**config.mk**
```make
export PLATFORM = sky130hd
export DESIGN_NAME = mem_access_stage_flat
export DESIGN_NICKNAME = d
export VERILOG_FILES = /design/src/rtl/mem_access_stage_if.sv /design/src/rtl/mem_access_stage.sv /design/src/flat_wrapper.sv
export SDC_FILE = /design/constraint.sdc
export NUM_CORES = 1
export LEC_CHECK = 0
export ABC_AREA = 0
export CAP_MARGIN = 5
export CORE_ASPECT_RATIO = 1.4
export CORE_MARGIN = 2
export CORE_UTILIZATION = 40
export DETAILED_ROUTE_END_ITERATION = 8
export GPL_TIMING_DRIVEN = 0
export PLACE_DENSITY = 0.86
export SYNTH_ARGS = -nofsm -noshare
export SYNTH_HDL_FRONTEND = slang
export SYNTH_SLANG_ARGS = --single-unit
export TNS_END_PERCENT = 20
```
**constraint.sdc**
```tcl
create_clock -name clk -period 1.7 [get_ports clk]
set_input_delay 0.34 -clock clk [delete_from_list [all_inputs] [get_ports clk]]
set_output_delay 0.34 -clock clk [all_outputs]
set_load 0.02 [all_outputs]
```
**src/rtl/mem_access_stage_if.sv**
```systemverilog
// mem_access_stage_if: bundles the three buses of the MEM stage.
//   req_*  : EX -> stage request, valid/ready handshake
//   resp_* : stage -> WB result, valid/ready handshake
//   dmem_* : stage -> byte-addressed data memory (combinational read data)
// Modports:
//   slave  : the MEM stage itself
//   master : the surrounding pipeline / memory (EX, WB, data memory)
interface mem_access_stage_if #(
    parameter int ADDR_W = 32
) ();
    logic              req_valid;
    logic              req_ready;
    logic              req_is_store;
    logic [2:0]        req_funct3;
    logic [ADDR_W-1:0] req_addr;
    logic [31:0]       req_wdata;
    logic [4:0]        req_rd;

    logic              resp_valid;
    logic              resp_ready;
    logic [31:0]       resp_rdata;
    logic [4:0]        resp_rd;
    logic              resp_is_load;
    logic              resp_fault;

    logic [ADDR_W-1:0] dmem_address;
    logic              dmem_read_write;
    logic [1:0]        dmem_access_size;
    logic [31:0]       dmem_data_in;
    logic [31:0]       dmem_data_out;

    modport slave (
        input  req_valid, req_is_store, req_funct3, req_addr, req_wdata, req_rd,
        output req_ready,
        output resp_valid, resp_rdata, resp_rd, resp_is_load, resp_fault,
        input  resp_ready,
        output dmem_address, dmem_read_write, dmem_access_size, dmem_data_in,
        input  dmem_data_out
    );

    modport master (
        output req_valid, req_is_store, req_funct3, req_addr, req_wdata, req_rd,
        input  req_ready,
        input  resp_valid, resp_rdata, resp_rd, resp_is_load, resp_fault,
        output resp_ready,
        input  dmem_address, dmem_read_write, dmem_access_size, dmem_data_in,
        output dmem_data_out
    );
endinterface

```
**src/rtl/mem_access_stage.sv**
```systemverilog
// mem_access_stage: pipeline MEM stage between EX and a byte-addressed data
// memory. Accepts one load/store, drives the memory port for one ACCESS
// cycle, extends load data and holds the result in the MEM/WB register until
// writeback takes it. Saturating load/store counters for perf debug.
// Ports:
//   clk, rst_n   : clock, synchronous active-low reset
//   bus (slave)  : req_* / resp_* handshakes and dmem_* memory port
//   load_count   : completed non-faulting loads, saturating
//   store_count  : completed non-faulting stores, saturating
// Options:
//   MEM_ACCESS_MISALIGN_TRAP_EN : when defined, misaligned half/word accesses
//   fault like an illegal funct3; otherwise they proceed byte-wise.
// Note: ADDR_W must match the ADDR_W of the connected interface instance.
module mem_access_stage #(
    parameter int ADDR_W = 32,
    parameter int CNT_W  = 16
) (
    input  logic             clk,
    input  logic             rst_n,
    mem_access_stage_if.slave bus,
    output logic [CNT_W-1:0] load_count,
    output logic [CNT_W-1:0] store_count
);

    typedef enum logic [1:0] {IDLE, ACCESS, RESP} state_t;

    typedef struct packed {
        logic              is_store;
        logic [2:0]        funct3;
        logic [ADDR_W-1:0] addr;
        logic [31:0]       wdata;
        logic [4:0]        rd;
    } req_t;

    state_t      state, state_nxt;
    req_t        req_q;
    logic        accept;
    logic        illegal;
    logic        misalign;
    logic        fault;
    logic [31:0] load_data;

    logic [31:0] resp_rdata_q;
    logic [4:0]  resp_rd_q;
    logic        resp_is_load_q;
    logic        resp_fault_q;

    // A new request can enter while the old result retires in the same edge.
    assign bus.req_ready = (state == IDLE) || (state == RESP && bus.resp_ready);
    assign accept        = bus.req_valid && bus.req_ready;

    always_comb begin
        illegal = 1'b0;
        if (req_q.is_store) begin
            illegal = (req_q.funct3 > 3'b010);
        end else begin
            case (req_q.funct3)
                3'b011, 3'b110, 3'b111: illegal = 1'b1;
                default:                illegal = 1'b0;
            endcase
        end
    end

`ifdef MEM_ACCESS_MISALIGN_TRAP_EN
    always_comb begin
        misalign = 1'b0;
        case (req_q.funct3[1:0])
            2'b01:   misalign = req_q.addr[0];
            2'b10:   misalign = (req_q.addr[1:0] != 2'b00);
            default: misalign = 1'b0;
        endcase
    end
`else
    assign misalign = 1'b0;
`endif

    assign fault = illegal || misalign;

    // Memory already returns data starting at addr, so no lane shifting.
    always_comb begin
        load_data = 32'd0;
        case (req_q.funct3)
            3'b000:  load_data = {{24{bus.dmem_data_out[7]}}, bus.dmem_data_out[7:0]};
            3'b001:  load_data = {{16{bus.dmem_data_out[15]}}, bus.dmem_data_out[15:0]};
            3'b010:  load_data = bus.dmem_data_out;
            3'b100:  load_data = {24'd0, bus.dmem_data_out[7:0]};
            3'b101:  load_data = {16'd0, bus.dmem_data_out[15:0]};
            default: load_data = 32'd0;
        endcase
    end

    // Address/size/data come straight from the request register, so they hold
    // their last value outside ACCESS. The write strobe is gated by rst_n so a
    // reset during ACCESS kills the pending store before the committing edge.
    assign bus.dmem_address     = req_q.addr;
    assign bus.dmem_access_size = req_q.funct3[1:0];
    assign bus.dmem_data_in     = req_q.wdata;
    assign bus.dmem_read_write  = rst_n && (state == ACCESS) && req_q.is_store && !fault;

    assign bus.resp_valid   = (state == RESP);
    assign bus.resp_rdata   = resp_rdata_q;
    assign bus.resp_rd      = resp_rd_q;
    assign bus.resp_is_load = resp_is_load_q;
    assign bus.resp_fault   = resp_fault_q;

    always_ff @(posedge clk) begin
        if (!rst_n) state <= IDLE;
        else        state <= state_nxt;
    end

    always_comb begin
        state_nxt = state;
        case (state)
            IDLE:    if (accept) state_nxt = ACCESS;
            ACCESS:  state_nxt = RESP;
            RESP: begin
                if (accept)              state_nxt = ACCESS;
                else if (bus.resp_ready) state_nxt = IDLE;
            end
            default: state_nxt = IDLE;
        endcase
    end

    always_ff @(posedge clk) begin
        if (!rst_n) begin
            req_q          <= '0;
            resp_rdata_q   <= 32'd0;
            resp_rd_q      <= 5'd0;
            resp_is_load_q <= 1'b0;
            resp_fault_q   <= 1'b0;
            load_count     <= '0;
            store_count    <= '0;
        end else begin
            if (accept) begin
                req_q <= '{is_store: bus.req_is_store, funct3: bus.req_funct3,
                           addr: bus.req_addr, wdata: bus.req_wdata, rd: bus.req_rd};
            end
            if (state == ACCESS) begin
                resp_rdata_q   <= (!req_q.is_store && !fault) ? load_data : 32'd0;
                resp_rd_q      <= req_q.is_store ? 5'd0 : req_q.rd;
                resp_is_load_q <= !req_q.is_store;
                resp_fault_q   <= fault;
                if (!fault) begin
                    if (req_q.is_store) begin
                        if (store_count != {CNT_W{1'b1}}) store_count <= store_count + 1'b1;
                    end else begin
                        if (load_count != {CNT_W{1'b1}}) load_count <= load_count + 1'b1;
                    end
                end
            end
        end
    end

endmodule

```
**src/flat_wrapper.sv**
```systemverilog
// flat-port wrapper written by rule: the top's interface ports become plain ports
module mem_access_stage_flat 
#(
    parameter int ADDR_W = 32,
    parameter int CNT_W  = 16
)
  (clk, rst_n, load_count, store_count, bus_req_valid, bus_req_is_store, bus_req_funct3, bus_req_addr, bus_req_wdata, bus_req_rd, bus_req_ready, bus_resp_valid, bus_resp_rdata, bus_resp_rd, bus_resp_is_load, bus_resp_fault, bus_resp_ready, bus_dmem_address, bus_dmem_read_write, bus_dmem_access_size, bus_dmem_data_in, bus_dmem_data_out);
  mem_access_stage_if #(.ADDR_W(ADDR_W)) bus_i ();
  input  logic clk;
  input  logic rst_n;
  output logic [CNT_W-1:0] load_count;
  output logic [CNT_W-1:0] store_count;
  input wire logic [$bits(bus_i.req_valid)-1:0] bus_req_valid;
  input wire logic [$bits(bus_i.req_is_store)-1:0] bus_req_is_store;
  input wire logic [$bits(bus_i.req_funct3)-1:0] bus_req_funct3;
  input wire logic [$bits(bus_i.req_addr)-1:0] bus_req_addr;
  input wire logic [$bits(bus_i.req_wdata)-1:0] bus_req_wdata;
  input wire logic [$bits(bus_i.req_rd)-1:0] bus_req_rd;
  output wire logic [$bits(bus_i.req_ready)-1:0] bus_req_ready;
  output wire logic [$bits(bus_i.resp_valid)-1:0] bus_resp_valid;
  output wire logic [$bits(bus_i.resp_rdata)-1:0] bus_resp_rdata;
  output wire logic [$bits(bus_i.resp_rd)-1:0] bus_resp_rd;
  output wire logic [$bits(bus_i.resp_is_load)-1:0] bus_resp_is_load;
  output wire logic [$bits(bus_i.resp_fault)-1:0] bus_resp_fault;
  input wire logic [$bits(bus_i.resp_ready)-1:0] bus_resp_ready;
  output wire logic [$bits(bus_i.dmem_address)-1:0] bus_dmem_address;
  output wire logic [$bits(bus_i.dmem_read_write)-1:0] bus_dmem_read_write;
  output wire logic [$bits(bus_i.dmem_access_size)-1:0] bus_dmem_access_size;
  output wire logic [$bits(bus_i.dmem_data_in)-1:0] bus_dmem_data_in;
  input wire logic [$bits(bus_i.dmem_data_out)-1:0] bus_dmem_data_out;
  assign bus_i.req_valid = bus_req_valid;
  assign bus_i.req_is_store = bus_req_is_store;
  assign bus_i.req_funct3 = bus_req_funct3;
  assign bus_i.req_addr = bus_req_addr;
  assign bus_i.req_wdata = bus_req_wdata;
  assign bus_i.req_rd = bus_req_rd;
  assign bus_req_ready = bus_i.req_ready;
  assign bus_resp_valid = bus_i.resp_valid;
  assign bus_resp_rdata = bus_i.resp_rdata;
  assign bus_resp_rd = bus_i.resp_rd;
  assign bus_resp_is_load = bus_i.resp_is_load;
  assign bus_resp_fault = bus_i.resp_fault;
  assign bus_i.resp_ready = bus_resp_ready;
  assign bus_dmem_address = bus_i.dmem_address;
  assign bus_dmem_read_write = bus_i.dmem_read_write;
  assign bus_dmem_access_size = bus_i.dmem_access_size;
  assign bus_dmem_data_in = bus_i.dmem_data_in;
  assign bus_i.dmem_data_out = bus_dmem_data_out;
  mem_access_stage #(.ADDR_W(ADDR_W), .CNT_W(CNT_W)) u_core (.clk(clk), .rst_n(rst_n), .bus(bus_i), .load_count(load_count), .store_count(store_count));
endmodule
```
; ---- After elaboration in Yosys (flattened, before gate mapping)
; Cells that the tools add are included.
[totals]
register_bits = 146
[op_classes]
n_eq_ne = 13
order_cmp = 1
bitwise_logic = 2
muxes = 9
addsub = 2
reduce_logical = 15
[ops]
columns = op, n
row1 = 32-bit one-hot mux with 5 select lines, 1
row2 = 16-bit by 1-bit adder with 16-bit output (second input constant), 2
row3 = 32-bit two-way mux, 1
row4 = 16-bit inequality test (second input constant), 2
row5 = 3-bit equality test (second input constant), 4
row6 = 4-bit AND reduction, 2
row7 = 3-bit by 2-bit equality test with 1-bit output (second input constant), 2
row8 = 1-bit logical AND, 6
row9 = 2-bit two-way mux, 3
row10 = 2-bit one-hot mux with 3 select lines, 1
row11 = 5-bit two-way mux, 1
row12 = 3-bit by 1-bit equality test with 1-bit output (second input constant), 1
row13 = 3-bit by 2-bit greater-than comparator with 1-bit output (second input constant), 1
row14 = 3-bit zero test, 1
row15 = 3-bit by 1-bit inequality test with 1-bit output (second input constant), 1
row16 = 3-bit OR reduction, 1
row17 = 2-bit by 1-bit equality test with 1-bit output (second input constant), 1
row18 = 2-bit equality test (second input constant), 1
row19 = 1-bit zero test, 2
row20 = 2-bit zero test, 1
row21 = 1-bit two-way mux, 2
row22 = 2-bit by 1-bit inequality test with 1-bit output (second input constant), 1
row23 = 1-bit inverter, 2
row24 = 2-bit AND reduction, 1
row25 = 1-bit logical OR, 1

; ---- Longest topological paths before layout
[logic_depth]
depth_word = 7
ltp_mapped = 7

; ---- Worst setup path after synthesis
; OpenSTA, ideal clock, no wires.
[synth_timing]
kind = reg-to-reg
from = register u_core.load_count[0]
to = register u_core.load_count[2]
setup_slack_ns = -0.100
synth_period_minus_slack_ns = 1.800
setup_ns = 0.070
n_path_buf = 1
t_arrival_ns = 1.730
required_ns = 1.630
path_stages_with_launch = 7
cell_sequence = dfxtp_1 > ha_1 > and3_1 > and4_1 > clkbuf_1 > or4_1 > a21oi_1
[synth_via]
elab_chain_len = 2
word_cells_on_any_way = 3
cone_classes = add/sub (1) / eq/ne (1) / reduce/logical (1)
[synth_lines]
columns = element, line_no
row1 = "start, declared", mem_access_stage.sv:21  ; output logic [CNT_W-1:0] load_count,
row2 = "start signal, assigned", mem_access_stage.sv:147  ; if (load_count != {CNT_W{1'b1}}) load_count <= load_count + 1'b1;
row3 = branches (longest 2 deep; another with 16-bit by 1-bit adder with 16-bit output), --
; Several ways; the timed one is not identified.
; A chain may end at the register's enable or synchronous reset.

; ---- Worst setup path after layout
[layout_timing]
from = register u_core.state[1]
to = register u_core.store_count[13]
[layout_via]
elab_chain_len = 2
[layout_lines]
columns = element, line_no
row1 = "start, declared", mem_access_stage.sv:35  ; state_t state, state_nxt;
row2 = "start signal, assigned", mem_access_stage.sv:108  ; else state <= state_nxt;
row3 = 2-bit by 1-bit equality test with 1-bit output, mem_access_stage.sv:138  ; if (state == ACCESS) begin
row4 = 4-bit AND reduction (no line), --
row5 = "end signal, assigned", mem_access_stage.sv:145  ; if (store_count != {CNT_W{1'b1}}) store_count <= store_count + 1'b1;
row6 = "end, declared", mem_access_stage.sv:22  ; output logic [CNT_W-1:0] store_count
; No other way between the ends.

==> impl_metrics.tcl <==
set metrics [dict create \
    vias_per_cell 5.13 \
    leakagePower_nw 4.30 \
    clk_pin_slew_worst_paths_ns 0.07 \
    ios 249 \
    dp_hpwl_um 14600 \
    synth-main-ff-cell "dfxtp_1" \
    drt-pass1-iter-count 5 \
    cts_hold_buf 0 \
    fin_crit_ns 1.84 \
    globalplace.congestion 0.851 \
    violations "setup timing" \
    grt_pass1_vias 6247 \
    maxCapViolations 0 \
    grt_util_all_layers_pct 22.7 \
    final_area_um2 10000 \
    layout.cells.most_common "nand2_1" \
    portBuffers 247 \
    crit_family "simple AND/OR/NAND/NOR gates" \
    cts_sinks 146 \
    rrSetupSlack_ns -0.14 \
    crit_fanout 5 \
    synthCells 796 \
    synthDistinctLibCells 48 \
    fin_crit_sh_pct 108 \
    drc_errors 0 \
    worstHoldPathType "input pin to flip-flop" \
    reg2reg_depth 6 \
    antenna_found_initial 0 \
    die_w_um 111 \
    cts_made_buffers 17 \
    drt_wl_total_um 20700 \
    syn_area_um2 6450 \
    powerDensity_nw_per_um2 883 \
    worst_slew_pin_slew_ns 0.656 \
    crit_buf_inv 2 \
    critPathArrivalTime_ns 2.18 \
    antenna_cells 0 \
    fmax_mhz 543 \
    hold_depth 3 \
    drive_above_1_share_pct 25.2 \
    worstSetupPathType "flip-flop to flip-flop" \
    ys_seq_area_share_pct 45.3 \
    nNetsFinal 1192 \
    wl_per_cell_um 16.0 \
    cts_tree "yes" \
    synth_fp_nets 907 \
    drt_iter0_drc 433 \
    r2r-end "u_core.store_count[13]" \
    worstHoldStart "bus_dmem_data_out[7]" \
    outcome "finished, violations left" \
    dpl-instance-area_um2 9170 \
    grt_overflow_total 0 \
    ys_async_sr_fraction_pct 0 \
    path_cells "and4bb_4, buf_6, nand4_1, buf_6, or4_4, a21oi_2" \
    dr_total_vias 6624 \
    core_um2 15700 \
    fin_ws_ns -0.143 \
    synth_edf_count 0 \
    fillCellCount 1297 \
    slew_headroom_pct 56.2 \
    die_height_um 154 \
    skew_ns 0.0108 \
    yosysWarnings 0 \
    start_util_pct 41.1 \
    crit_top_cell "buf_6" \
    critPathSlowestCell "or4_4" \
    irDropWorstVdd_uv 627 \
    finalSetupViolCount 14 \
    cts_buffer_depth 2 \
    grt_max_degree 17 \
    cts-root-buf "clkbuf_16" \
    multiInputGateArea_um2 2990 \
    ys_ff_latch 146 \
    htree_levels 4 \
    rows 54 \
    cpPeakStageDelay_ns 0.48 \
    r2r-start "u_core.state[1]" \
    hold_violations 0 \
    synthToLayoutAreaGrowth_pct 55.8 \
    whs_ns 0.313 \
    clk_latency_ns 0.41 \
    dieArea_um2 17200 \
    required_ns 2.04 \
    cp-start-kind "flip-flop" \
    end_kind "flip-flop" \
    seq_area_um2 2960 \
    rsz0062_at_grt "yes" \
    antenna_left 0 \
    whs_endpoint "u_core.bus.resp_rdata[7]" \
    grt_pass1_wl_um 31600 \
    avgSynthCellArea_um2 8.10 \
    drv_slew 0 \
    layout_common_cells "nand2_1, buf_4, dfxtp_1" \
]
## worst reg2reg max path: cells and delay by family (launching register included)
family	cells	cell delay, ns
AO/OA/AOI/OAI	1	0.14
AND/OR/NAND/NOR	3	0.99
buffers and inverters	2	0.29
flip-flops	1	0.36
## synthesized netlist by cell type, types with 6 or more instances
cell,instances,area share (%)
a21o_1,16,1.9
a21oi_1,123,9.5
a22oi_1,16,1.9
and4_1,6,0.82
buf_1,11,0.64
buf_4,67,7.8
clkbuf_1,36,2.1
dfxtp_1,146,45
inv_1,8,0.47
mux2i_1,11,1.7
nand2_1,198,12
nand3_1,8,0.62
nand4_1,8,0.78
nor2_1,29,1.7
o21ai_0,7,0.54
o2bb2ai_1,8,1.1
o31ai_1,17,2.0
or3_1,6,0.58
or4_1,17,2.0
## report_power, final
group | internal (mW) | leakage [nW] | switching (mW)
registers | 3.57 | 1.20 | 0.0867
clock network | 2.22 | 0.273 | 1.57
logic | 0.702 | 2.83 | 0.715
## per-stage QoR
| step | util (%) | instances | power [mW] | TNS [ns] | setup slack (ns) |
|---|---|---|---|---|---|
| floorplan | - | 796 | 4.47 | -0.0393 | -0.0197 |
| global placement | 58.5 | 1239 | 5.15 | -71.34 | -1.32 |
| detailed placement | 58.5 | 1239 | 5.17 | -71.96 | -1.32 |
| CTS | 62.2 | 1283 | 8.91 | -2.64 | -0.160 |
| global route | 64.1 | 1290 | 9.21 | -3.17 | -0.216 |
| finish | 64.1 | 1290 | 8.86 | -0.879 | -0.143 |
## per-layer routing
metal	global-route usage [%]	up-vias	routed length (µm)
met4	9.23	0	596
li1	-	3258	-
met5	0	-	0
met2	41.7	244	10900
met3	5.64	41	1200
met1	24.9	3081	7980
## state kept, by name, indices dropped and copies added, names as in the netlist, 5 cells and up
signal and cells:
u_core.bus.dmem_address 32, u_core.bus.dmem_data_in 32, u_core.bus.resp_rd 5, u_core.bus.resp_rdata 32, u_core.load_count 16, u_core.req_q 7
u_core.store_count 16
## final cells by class
class                           count  area share [%]
Buffer                            116            7.76
Clock inverter                     13            1.49
Multi-Input combinational cell    521            29.8
Sequential cell                   146            29.5
Timing Repair Buffer              270            24.3
Tap cell                          196            2.44
Inverter                            9           0.349
Clock buffer                       19            4.41
## cell families (layout without fill, tap and decap cells)
family                   Yosys count  after routing  synth area share, %
AND/OR/NAND/NOR                  300            300                 21.4
AO/OA/AOI/OAI                    208            208                 19.5
flip-flops                       146            146                 45.3
buffers and inverters            129            427                 11.6
multiplexers                      11             11                 1.71
adder cells (fa/ha/maj)            2              2                0.388
## how the worst max path moves through the flow
stage,startpoint,to,cells past startpoint
finish,u_core.state[1],u_core.store_count[13],6
global route,u_core.state[1],u_core.store_count[13],6
CTS,u_core.req_q[72],u_core.store_count[5],7
detailed placement,rst_n,bus_dmem_read_write,6
global placement,rst_n,bus_dmem_read_write,6
floorplan,u_core.store_count[6],u_core.store_count[13],4
## timing repair
item                                    in CTS  in global routing
resized for setup                          185                 88
pin swaps                                   18                 15
endpoints found under the setup margin     277                134
buffers inserted                            14                  9
Note: power is estimated with default switching activity, not from simulation.
